### config.mk
export PLATFORM = sky130hd
export DESIGN_NAME = pu_io_dispatch
export DESIGN_NICKNAME = d
export VERILOG_FILES = /design/src/rtl/pu_io_dispatch.sv
export SDC_FILE = /design/constraint.sdc
export NUM_CORES = 1
export LEC_CHECK = 0
export ABC_AREA = 1
export CAP_MARGIN = 20
export CORE_MARGIN = 3
export CORE_UTILIZATION = 33
export DETAILED_ROUTE_END_ITERATION = 10
export GPL_TIMING_DRIVEN = 0
export PLACE_DENSITY = 0.74
export SETUP_SLACK_MARGIN = 0.5
export SLEW_MARGIN = 20
export SYNTH_ARGS = -nofsm -noshare
export SYNTH_HDL_FRONTEND = slang
export SYNTH_SLANG_ARGS = --single-unit
### constraint.sdc
create_clock -name clk -period 2.5 [get_ports clk]
set_clock_uncertainty 0.15 [all_clocks]
set_input_delay 0.5 -clock clk [delete_from_list [all_inputs] [get_ports clk]]
set_output_delay 0.5 -clock clk [all_outputs]
set_load 0.01 [all_outputs]
### src/rtl/pu_io_dispatch.sv
// pu_io_dispatch: per-PU I/O dispatcher to the PU-side memory targets.
// Define PU_IO_TIMEOUT_EN to abandon requests whose ack never arrives.
`ifndef PU_WIDTH_NBITS
`define PU_WIDTH_NBITS 32
`endif
`ifndef RESET_SIG
`define RESET_SIG rst
`endif
`ifndef PU_MEM_MULTI_DEPTH_RANGE
`define PU_MEM_MULTI_DEPTH_RANGE 18:16
`endif

package pu_io_pkg;
   localparam int MULTI_NBITS = 3;

   typedef struct packed {
      logic        wr;
      logic [31:0] addr;
      logic [7:0]  fid;
      logic [31:0] wdata;
   } io_type;
endpackage

module pu_io_dispatch
   import pu_io_pkg::*;
#(
   parameter int         WIDTH_NBITS    = `PU_WIDTH_NBITS,
   parameter int         NUM_TGT        = 4,
   parameter int         TGT_NBITS      = 2,
   parameter logic [7:0] TIMEOUT_CYCLES = 8'd255
) (
   input  logic                                 clk,
   input  logic                                 `RESET_SIG,
   input  logic                                 pu_req,
   input  io_type                               pu_cmd,
   output logic                                 pu_busy,
   output logic                                 pu_ack,
   output logic [WIDTH_NBITS-1:0]               pu_ack_data,
   output logic [NUM_TGT-1:0]                   tgt_req,
   output io_type                               tgt_cmd,
   input  logic [NUM_TGT-1:0]                   tgt_ack,
   input  logic [NUM_TGT-1:0][WIDTH_NBITS-1:0]  tgt_ack_data,
   output logic [7:0]                           drop_cnt,
   output logic                                 stray_ack,
   output logic                                 timeout_err
);

   typedef enum logic [1:0] {
      IDLE,
      WAIT,
      DONE_NULL
   } state_t;

   state_t                 state;
   logic [TGT_NBITS-1:0]   sel;
   logic [MULTI_NBITS-1:0] field;
   logic [TGT_NBITS-1:0]   idx;
   logic                   mapped;
   logic [NUM_TGT-1:0]     sel_oh;
   logic [NUM_TGT-1:0]     stray_vec;

   assign field  = pu_cmd.addr[`PU_MEM_MULTI_DEPTH_RANGE];
   assign idx    = TGT_NBITS'(field);
   assign mapped = 32'(field) < NUM_TGT;
   assign sel_oh = NUM_TGT'(1) << sel;

   // Only the selected lane is legal, and only while waiting.
   assign stray_vec = (state == WAIT) ? (tgt_ack & ~sel_oh)
                                      : tgt_ack;

`ifdef PU_IO_TIMEOUT_EN
   logic [7:0] wait_cnt;
`else
   logic unused_timeout;
   assign unused_timeout = ^TIMEOUT_CYCLES;
   assign timeout_err    = 1'b0;
`endif

   always_ff @(posedge clk) begin
      if (`RESET_SIG) begin
         state       <= IDLE;
         sel         <= '0;
         tgt_cmd     <= '0;
         tgt_req     <= '0;
         pu_busy     <= 1'b0;
         pu_ack      <= 1'b0;
         pu_ack_data <= '0;
         drop_cnt    <= '0;
         stray_ack   <= 1'b0;
`ifdef PU_IO_TIMEOUT_EN
         wait_cnt    <= '0;
         timeout_err <= 1'b0;
`endif
      end else begin
         tgt_req     <= '0;
         pu_ack      <= 1'b0;
         pu_ack_data <= '0;

         if (|stray_vec)
            stray_ack <= 1'b1;

         if (pu_req && state != IDLE && drop_cnt != 8'hFF)
            drop_cnt <= drop_cnt + 8'd1;

         unique case (state)
            IDLE: begin
               if (pu_req) begin
                  tgt_cmd <= pu_cmd;
                  sel     <= idx;
                  pu_busy <= 1'b1;
`ifdef PU_IO_TIMEOUT_EN
                  wait_cnt <= '0;
`endif
                  if (mapped) begin
                     tgt_req <= NUM_TGT'(1) << idx;
                     state   <= WAIT;
                  end else begin
                     state   <= DONE_NULL;
                  end
               end
            end
            WAIT: begin
               if (tgt_ack[sel]) begin
                  pu_ack      <= 1'b1;
                  pu_ack_data <= tgt_ack_data[sel];
                  pu_busy     <= 1'b0;
                  state       <= IDLE;
               end
`ifdef PU_IO_TIMEOUT_EN
               else if (wait_cnt == TIMEOUT_CYCLES) begin
                  pu_ack      <= 1'b1;
                  timeout_err <= 1'b1;
                  pu_busy     <= 1'b0;
                  state       <= IDLE;
               end else begin
                  wait_cnt <= wait_cnt + 8'd1;
               end
`endif
            end
            DONE_NULL: begin
               pu_ack  <= 1'b1;
               pu_busy <= 1'b0;
               state   <= IDLE;
            end
            default: state <= IDLE;
         endcase
      end
   end

endmodule
Word level (Yosys, flattened, before mapping)

Cells that the tools add are included.

Add/subtract/negate cells: 1
Order comparisons: 2
Eq/ne operators: 5
Shifts and indexed selects: 2
Multiplexer cells: 14
Bitwise logic cells: 7
Reduce and logical (&&, ||, !) cells: 11

Operators by type and width:

| kind                                                                         | number |
|---|---|
| 32-bit binary-select mux with 2-bit select                                   | 1 |
| 32-bit two-way mux                                                           | 1 |
| 8-bit by 1-bit adder with 8-bit output, second input constant                | 1 |
| 8-bit inequality test, second input constant                                 | 1 |
| 4-bit OR reduction                                                           | 2 |
| 1-bit by 2-bit << shifter with 4-bit output, first input constant            | 2 |
| 2-bit two-way mux                                                            | 3 |
| 1-bit inverter                                                               | 5 |
| 4-bit AND                                                                    | 1 |
| 1-bit two-way mux                                                            | 4 |
| 4-bit two-way mux                                                            | 1 |
| 4-bit inverter                                                               | 1 |
| 2-bit case mux with 2 select lines                                           | 1 |
| 2-bit AND reduction                                                          | 2 |
| 2-bit by 3-bit less-than comparator with 1-bit output, second input constant | 1 |
| 3-bit less-than comparator, second input constant                            | 1 |
| 1-bit case mux with 3 select lines                                           | 1 |
| 3-bit AND reduction                                                          | 1 |
| 3-bit nonzero test                                                           | 1 |
| 3-bit OR reduction                                                           | 1 |
| 1-bit binary-select mux with 2-bit select                                    | 1 |
| 2-bit by 1-bit == test with 1-bit output, second input constant              | 1 |
| 2-bit == test, second input constant                                         | 1 |
| 1-bit logical AND                                                            | 2 |
| other kinds (5)                                                              | 5 |

Register bits after elaboration: 124
Bits of input ports: 208
Output and inout port bits: 121
Word-level logic and storage cells: 54

Longest topological paths before layout

Gate-level depths: netlist of run 1.

Word-level depth: 5
Mapped depth: 10
Mapped depth without buffers: 9

Worst setup path after synthesis of run 1

Ideal clock, no wire load.

Path type: reg-to-reg
Start point: register state[0]
End point: register tgt_cmd[47] (netlist name)
Library setup time: 0.065 ns
Data arrival time: 1.358 ns
Required time: 2.285 ns
Setup slack: 0.928 ns
Cell stages (with the launch flop): 8
Buffers on the path: 2
Period minus slack after synthesis: 1.572 ns
Path through: dfxtp_1 -> inv_1 -> ha_1 -> nand2_1 -> buf_2 -> clkbuf_1 -> o21ai_0 -> nor2_1

Longest elaborated chain between the ends: 2

RTL lines:

| item                          | RTL line | text |
|---|---|---|
| start, declared               | 54       | `state_t state;` |
| start signal, assigned        | 81       | `state <= IDLE;` |
| start signal, assigned        | 116      | `state <= WAIT;` |
| start signal, assigned        | 118      | `state <= DONE_NULL;` |
| 2-bit logical NOT             | 105      | `unique case (state)` |
| 2-bit AND reduction (no line) | --       |  |
| end signal, assigned          | 108      | `tgt_cmd <= pu_cmd;` |
| end, declared                 | 40       | `output io_type tgt_cmd,` |

Every way passes these cells.
A chain may end at the register's enable or synchronous reset.

Worst setup path in the final report of run 1

Start point: register tgt_cmd[8] (netlist name)
End point: output port tgt_cmd[8] (netlist name)

No word-level cell between the ends.

==> impl_metrics.json, run 1 <==
{
  "path_class": "flop to output pin",
  "cts_buffer_depth": 2,
  "hp-start": "tgt_cmd[58]",
  "cts_buffers": 17,
  "seqPwrFrac_pct": 34.3,
  "ir_worst_vdd_v": 0.000610,
  "startpoint": "tgt_cmd[8]",
  "p_clk_share_pct": 34.2,
  "grt_pass1_wl_um": 31000,
  "synth_cell_types": 26,
  "die_area_um2": 17000,
  "status": "finished clean",
  "cts_root_buf": "clkbuf_16",
  "initial_utilization_pct": 34.4,
  "final_cells": 1237,
  "netSwitchingPower_mw": 2.13,
  "p_total_mw": 6.84,
  "post-cts-setup-buffers": 0,
  "ant_nets": 0,
  "crit_path_max_fanout": 2,
  "min_path_cells": 2,
  "pwr-share-comb_pct": 31.5,
  "ys_warn_count": 0,
  "layout_common_cells": "clkdlybuf4s50_1 (290), nor2_1 (166), dfxtp_1 (119), nand2_1 (76), o21ai_0 (74)",
  "path_clk_slew_ns": 0.05,
  "syn_area_um2": 5100,
  "slew_viol_final": 0,
  "clk_latency_ns": 0.41,
  "power_density_nw_per_um2": 745,
  "synth-seq-cells": 122,
  "worstMarginPinSlew_ns": 0.615,
  "nets": 1254,
  "core_um2": 14800,
  "tritoncts": "yes",
  "drt_iter0_markers": 290,
  "r2r-start": "state[0]",
  "synth.avg_cell_area_um2": 7.33,
  "pin_count": 329,
  "cts_sinks": 122,
  "synth_fp_nets": 908,
  "reg2reg_slack_ns": 0.72,
  "syn_inst": 695,
  "drc_errors": 0,
  "wl_per_cell_um": 17.3,
  "critPathTopFamily": "buffers and inverters",
  "cp_num_buf_inv": 1,
  "p_sw_share_pct": 31.1,
  "synth.area.top_cells": "dfxtp_1 (48%), nor2_1 (12%), o21ai_0 (7.3%)",
  "setup_violations": 0,
  "wl_um": 21500,
  "fin_crit_ns": 1.97,
  "max_freq_ghz": 0.508,
  "fillCellCount": 1367,
  "cts-htree-levels": 4,
  "hold_slack_ns": 0.323,
  "power.leakage_nw": 3.95,
  "rsz0062_at_grt": "false",
  "cp_slowest_cell": "clkdlybuf4s50_1",
  "gp_congestion": 0.968,
  "crit_cells": 1,
  "yosysTopAreaCell": "dfxtp_1",
  "viasPerCell": 4.87,
  "min-delay-path-class": "flop to flop",
  "r2r_end": "tgt_cmd[34]",
  "drive_gt1_share_pct": 6.85,
  "ys_seq_area_share_pct": 47.9,
  "holdPathEnd": "tgt_cmd[58]",
  "layout_commonest_cell": "clkdlybuf4s50_1",
  "dp.cells": 1206,
  "hold_buffers": 0,
  "required_ns": 1.85,
  "finalHoldViolations": 0,
  "slew_headroom_pct": 59.0,
  "dieWidth_um": 130,
  "reg2regPathDepth": 7,
  "grt_max_degree": 17,
  "firstDrtPassIters": 4,
  "synth_top_area_share_pct": 47.9,
  "cp.arrival_ns": 1.32,
  "vias": 6024,
  "cap_violations": 0,
  "antenna_found_initial": 2,
  "grt_util_all_layers_pct": 24.0,
  "worstSetupEndpointType": "output pin",
  "crit_chain": "clkdlybuf4s50_1",
  "worst_path_largest_cell_delay_ns": 0.55,
  "hpwl_um": 16600,
  "grt_pass1_vias": 5874,
  "num_rows": 44,
  "period_share_pct": 78.8,
  "port_buffers": 327,
  "cts_resized": 26,
  "area_growth_pct": 80.2,
  "die_h_um": 130,
  "cp-start-kind": "flop",
  "overflow": 0,
  "setup_tns_ns": 0,
  "internal-power_mw": 4.72
}
## tightest hold or removal path, cell delays in order (launching register included)
cell,delay (ns)
dfxtp_1,0.31
nand2_1,0.06
a21oi_1,0.06
## worst max-delay path by stage
stage | end | slack (ns)
3_3_place_gp | tgt_cmd[48] | 0.1
2_1_floorplan | tgt_cmd[47] | 0.93
3_5_place_dp | tgt_cmd[25] | 0.06
5_1_grt | tgt_cmd[23] | 0.50
4_1_cts | tgt_cmd[8] | 0.50
6_report | tgt_cmd[8] | 0.53
## state kept, by name, indices dropped and copies added (netlist names)
name         cells
tgt_cmd         73
pu_ack_data     32
drop_cnt         8
pu_busy          1
state            2
stray_ack        1
pu_ack           1
tgt_req          4
## kinds of logic (layout without fill, tap and decap cells)
| group | Yosys count | count (layout) | share of synthesized area, % |
|---|---|---|---|
| AND/OR/NAND/NOR | 306 | 306 | 24.5 |
| AO/OA/AOI/OAI | 171 | 171 | 18.1 |
| flip-flops | 122 | 122 | 47.9 |
| buffers and inverters | 85 | 441 | 7.39 |
| adder cells (fa/ha/maj) | 5 | 5 | 1.23 |
| XOR/XNOR | 5 | 5 | 0.859 |
| other | 1 | 3 | 0.0736 |
## routing by layer
| layer | GRT usage (%) | wire length [µm] |
|---|---|---|
| met5 | 0 | 0 |
| met1 | 24.7 | 7750 |
| met2 | 43.3 | 11000 |
| met3 | 10.6 | 2300 |
| met4 | 7.95 | 424 |
## power by group through the flow
stage | clock [mW] | sequential (mW) | combinational (mW)
6_report | 2.34 | 2.35 | 2.15
3_5_place_dp | 0 | 2.39 | 2.19
4_1_cts | 2.38 | 2.35 | 2.18
3_3_place_gp | 0 | 2.38 | 2.18
2_1_floorplan | 0 | 2.50 | 0.909
5_1_grt | 2.47 | 2.38 | 2.37
## area by class of cell
| type | instances | area (µm²) | share of cell area, % |
|---|---|---|---|
| inverters | 33 | 125 | 1.36 |
| clock inverters | 9 | 101 | 1.10 |
| diodes | 2 | 5.00 | 0.0545 |
| plain buffers | 52 | 263 | 2.86 |
| clock buffers | 20 | 447 | 4.86 |
| multi-input cells | 488 | 2280 | 24.8 |
| flip-flops and latches | 122 | 2450 | 26.6 |
| repair buffers | 327 | 3290 | 35.8 |
| well taps | 184 | 230 | 2.51 |
## per-stage QoR
step	setup WS, ns	utilization (%)	instance area, µm²
final	0.531	62.0	9180
after global routing	0.499	62.0	9180
after CTS	0.502	61.6	9130
after detailed placement	0.0606	58.1	8600
after global placement	0.0987	58.1	8600
after floorplan	0.928	-	5100
## synthesized netlist by cell type (all sizes together)
| master | n |
|---|---|
| nand2 | 79 |
| conb | 1 |
| clkbuf | 23 |
| buf | 29 |
| a211oi | 1 |
| a31oi | 47 |
| xnor2 | 2 |
| clkinv | 1 |
| nand3 | 56 |
| dfxtp | 122 |
| xor2 | 3 |
| inv | 32 |
| ha | 5 |
| o21ai | 75 |
| nand4 | 3 |
| a41oi | 1 |
| nor3 | 2 |
| a21oi | 47 |
| nor2 | 166 |
Note: power is estimated with default switching activity, not from simulation.
==> run 2: changes to the inputs <==
- clock period: 2.5 -> 1.85 ns (I/O delays scaled with it)
==> run 2 against run 1 <==
  * Global-route usage increased by 0.48 points
  * Sequential share of layout area decreased by 3.2 points
  * Clock power increased by 52%
  * Register-to-register slack got worse by 0.43 ns
  * Largest cell class unchanged
  * Highest routed layer unchanged
==> impl_metrics.json, run 2 (synthesized netlist as in run 1, its figures left out) <==
{
  "grt_max_degree": 17,
  "cts_sinks": 122,
  "antenna_found_initial": 2,
  "drive_gt1_share_pct": 44.4,
  "setup_violations": 0,
  "grt_util_all_layers_pct": 24.5,
  "status": "finished clean",
  "wl_per_cell_um": 18.6,
  "utilization_pct": 74.8,
  "cp-start-kind": "flop",
  "dieWidth_um": 130,
  "viasPerCell": 5.00,
  "cp_slowest_cell": "dfxtp_4",
  "firstDrtPassIters": 5,
  "tritoncts": "yes",
  "layout_commonest_cell": "clkdlybuf4s50_1",
  "max_freq_ghz": 0.641,
  "gp_congestion": 0.965,
  "p_total_mw": 11.4,
  "cts_buffers": 17,
  "power.leakage_nw": 4.75,
  "ir_worst_vdd_v": 0.000662,
  "regArea_um2": 2590,
  "worstSetupEndpointType": "flop",
  "min-delay-path-class": "flop to flop",
  "period_share_pct": 84.3,
  "clk_latency_ns": 0.40,
  "cts-htree-levels": 4,
  "setup_tns_ns": 0,
  "largest_reg_flops": 73,
  "dp.cells": 1206,
  "startpoint": "state[0]",
  "hp-start": "tgt_cmd[58]",
  "cts_buffer_depth": 2,
  "crit_chain": "inv_4 -> ha_4 -> nand2_8 -> buf_12 -> clkinv_16 -> clkbuf_16 -> nor2_1 -> nor2_1",
  "slew_viol_final": 0,
  "r2r-start": "state[0]",
  "overflow": 0,
  "vias": 6553,
  "reg2regPathDepth": 8,
  "power_density_nw_per_um2": 1030,
  "die_area_um2": 17000,
  "pin_count": 329,
  "path_class": "flop to flop",
  "wl_um": 24400,
  "die_h_um": 130,
  "fin_crit_ns": 1.56,
  "multi_input_area_um2": 2870,
  "rsz0062_at_grt": "true",
  "hpwl_um": 16400,
  "cp.arrival_ns": 1.71,
  "finalHoldViolations": 0,
  "worstMarginPinSlew_ns": 0.553,
  "core_um2": 14800,
  "final_area_um2": 11100,
  "drc_errors": 0,
  "layout_common_cells": "clkdlybuf4s50_1 (206), nor2_1 (122), buf_6 (108), dfxtp_2 (92), nand2_1 (64)",
  "grt_pass1_wl_um": 31800,
  "cts_root_buf": "clkbuf_16",
  "crit_path_frequent_cell": "nor2_1",
  "worst_path_largest_cell_delay_ns": 0.36,
  "place_area_um2": 8680,
  "drt_iter0_markers": 328,
  "ant_nets": 0,
  "fillCellCount": 1013,
  "num_rows": 44,
  "final_cells": 1311,
  "port_buffers": 327,
  "reg_top3": "tgt_cmd: 73 flops, pu_ack_data: 32 flops, drop_cnt: 8 flops",
  "grt_pass1_vias": 5951,
  "crit_path_max_fanout": 6,
  "top_register": "tgt_cmd",
  "initial_utilization_pct": 34.4,
  "required_ns": 2.00,
  "min_path_cells": 2,
  "slew_headroom_pct": 63.1,
  "path_clk_slew_ns": 0.06,
  "cap_violations": 0,
  "nets": 1326,
  "area_growth_pct": 117
}
run 2: changes by cell type in the layout (fill, tap and decap cells not counted), sizes merged:
cell,before,now
buf,29,213
bufinv,2,4
clkbuf,43,48
clkdlybuf4s50,290,206
clkinv,7,3
clkinvlp,1,4
dlygate4sd2,21,1
dlymetal6s2s,16,0
inv,32,35
nand2,79,80
run 2: critical path, delay by kind of cell, from the launching register on:
kind	cells	cell delay (ns)
fa+ha+maj	1	0.18
buf+inv	4	0.46
flops	1	0.36
simple gates	3	0.31
run 2: final timing paths:
check | endpoint | slack [ns]
worst max-delay path | tgt_cmd[62] | 0.29
worst min-delay path | tgt_cmd[58] | 0.32
worst max register to register | tgt_cmd[62] | 0.29
worst min register to register | tgt_cmd[58] | 0.32
run 2: metal layers:
metal	share of wire (%)	track usage, %	vias to the layer above
met5	0	0	-
met4	2.4	9.41	0
met3	10	11.3	43
met2	53	42.7	289
met1	35	25.6	3068
li1	-	-	3153
run 2: power breakdown:
group	switching [mW]	internal [mW]	leakage, nW
registers	0.281	3.06	1.04
logic	2.06	2.42	3.41
clock network	1.25	2.32	0.295
total	3.59	7.80	4.75
run 2: area by class of cell:
class / count / share of cell area (%)
Antenna cell: 2 / 0.0452
Clock buffer: 20 / 4.13
Tap cell: 184 / 2.08
Clock inverter: 11 / 1.53
Buffer: 52 / 4.80
Inverter: 33 / 1.54
Timing Repair Buffer: 396 / 36.3
Multi-Input combinational cell: 489 / 25.9
Sequential cell: 122 / 23.4
Timing Repair inverter: 2 / 0.203
run 2: metrics by stage:
step                worst slack, ns  hold WS, ns
finish                        0.291        0.322
global route                  0.251        0.340
CTS                           0.343        0.332
detailed placement           -0.410        0.319
global placement             -0.386        0.304
floorplan                     0.461        0.292
run 2: repair_timing:
item | in CTS | in global routing
buffers inserted | 23 | 35
setup endpoints to repair | 242 | 242
gates resized for setup | 771 | 233
cloned | 4 | 10
hold buffers | 0 | 0
pin swaps | 2 | 24
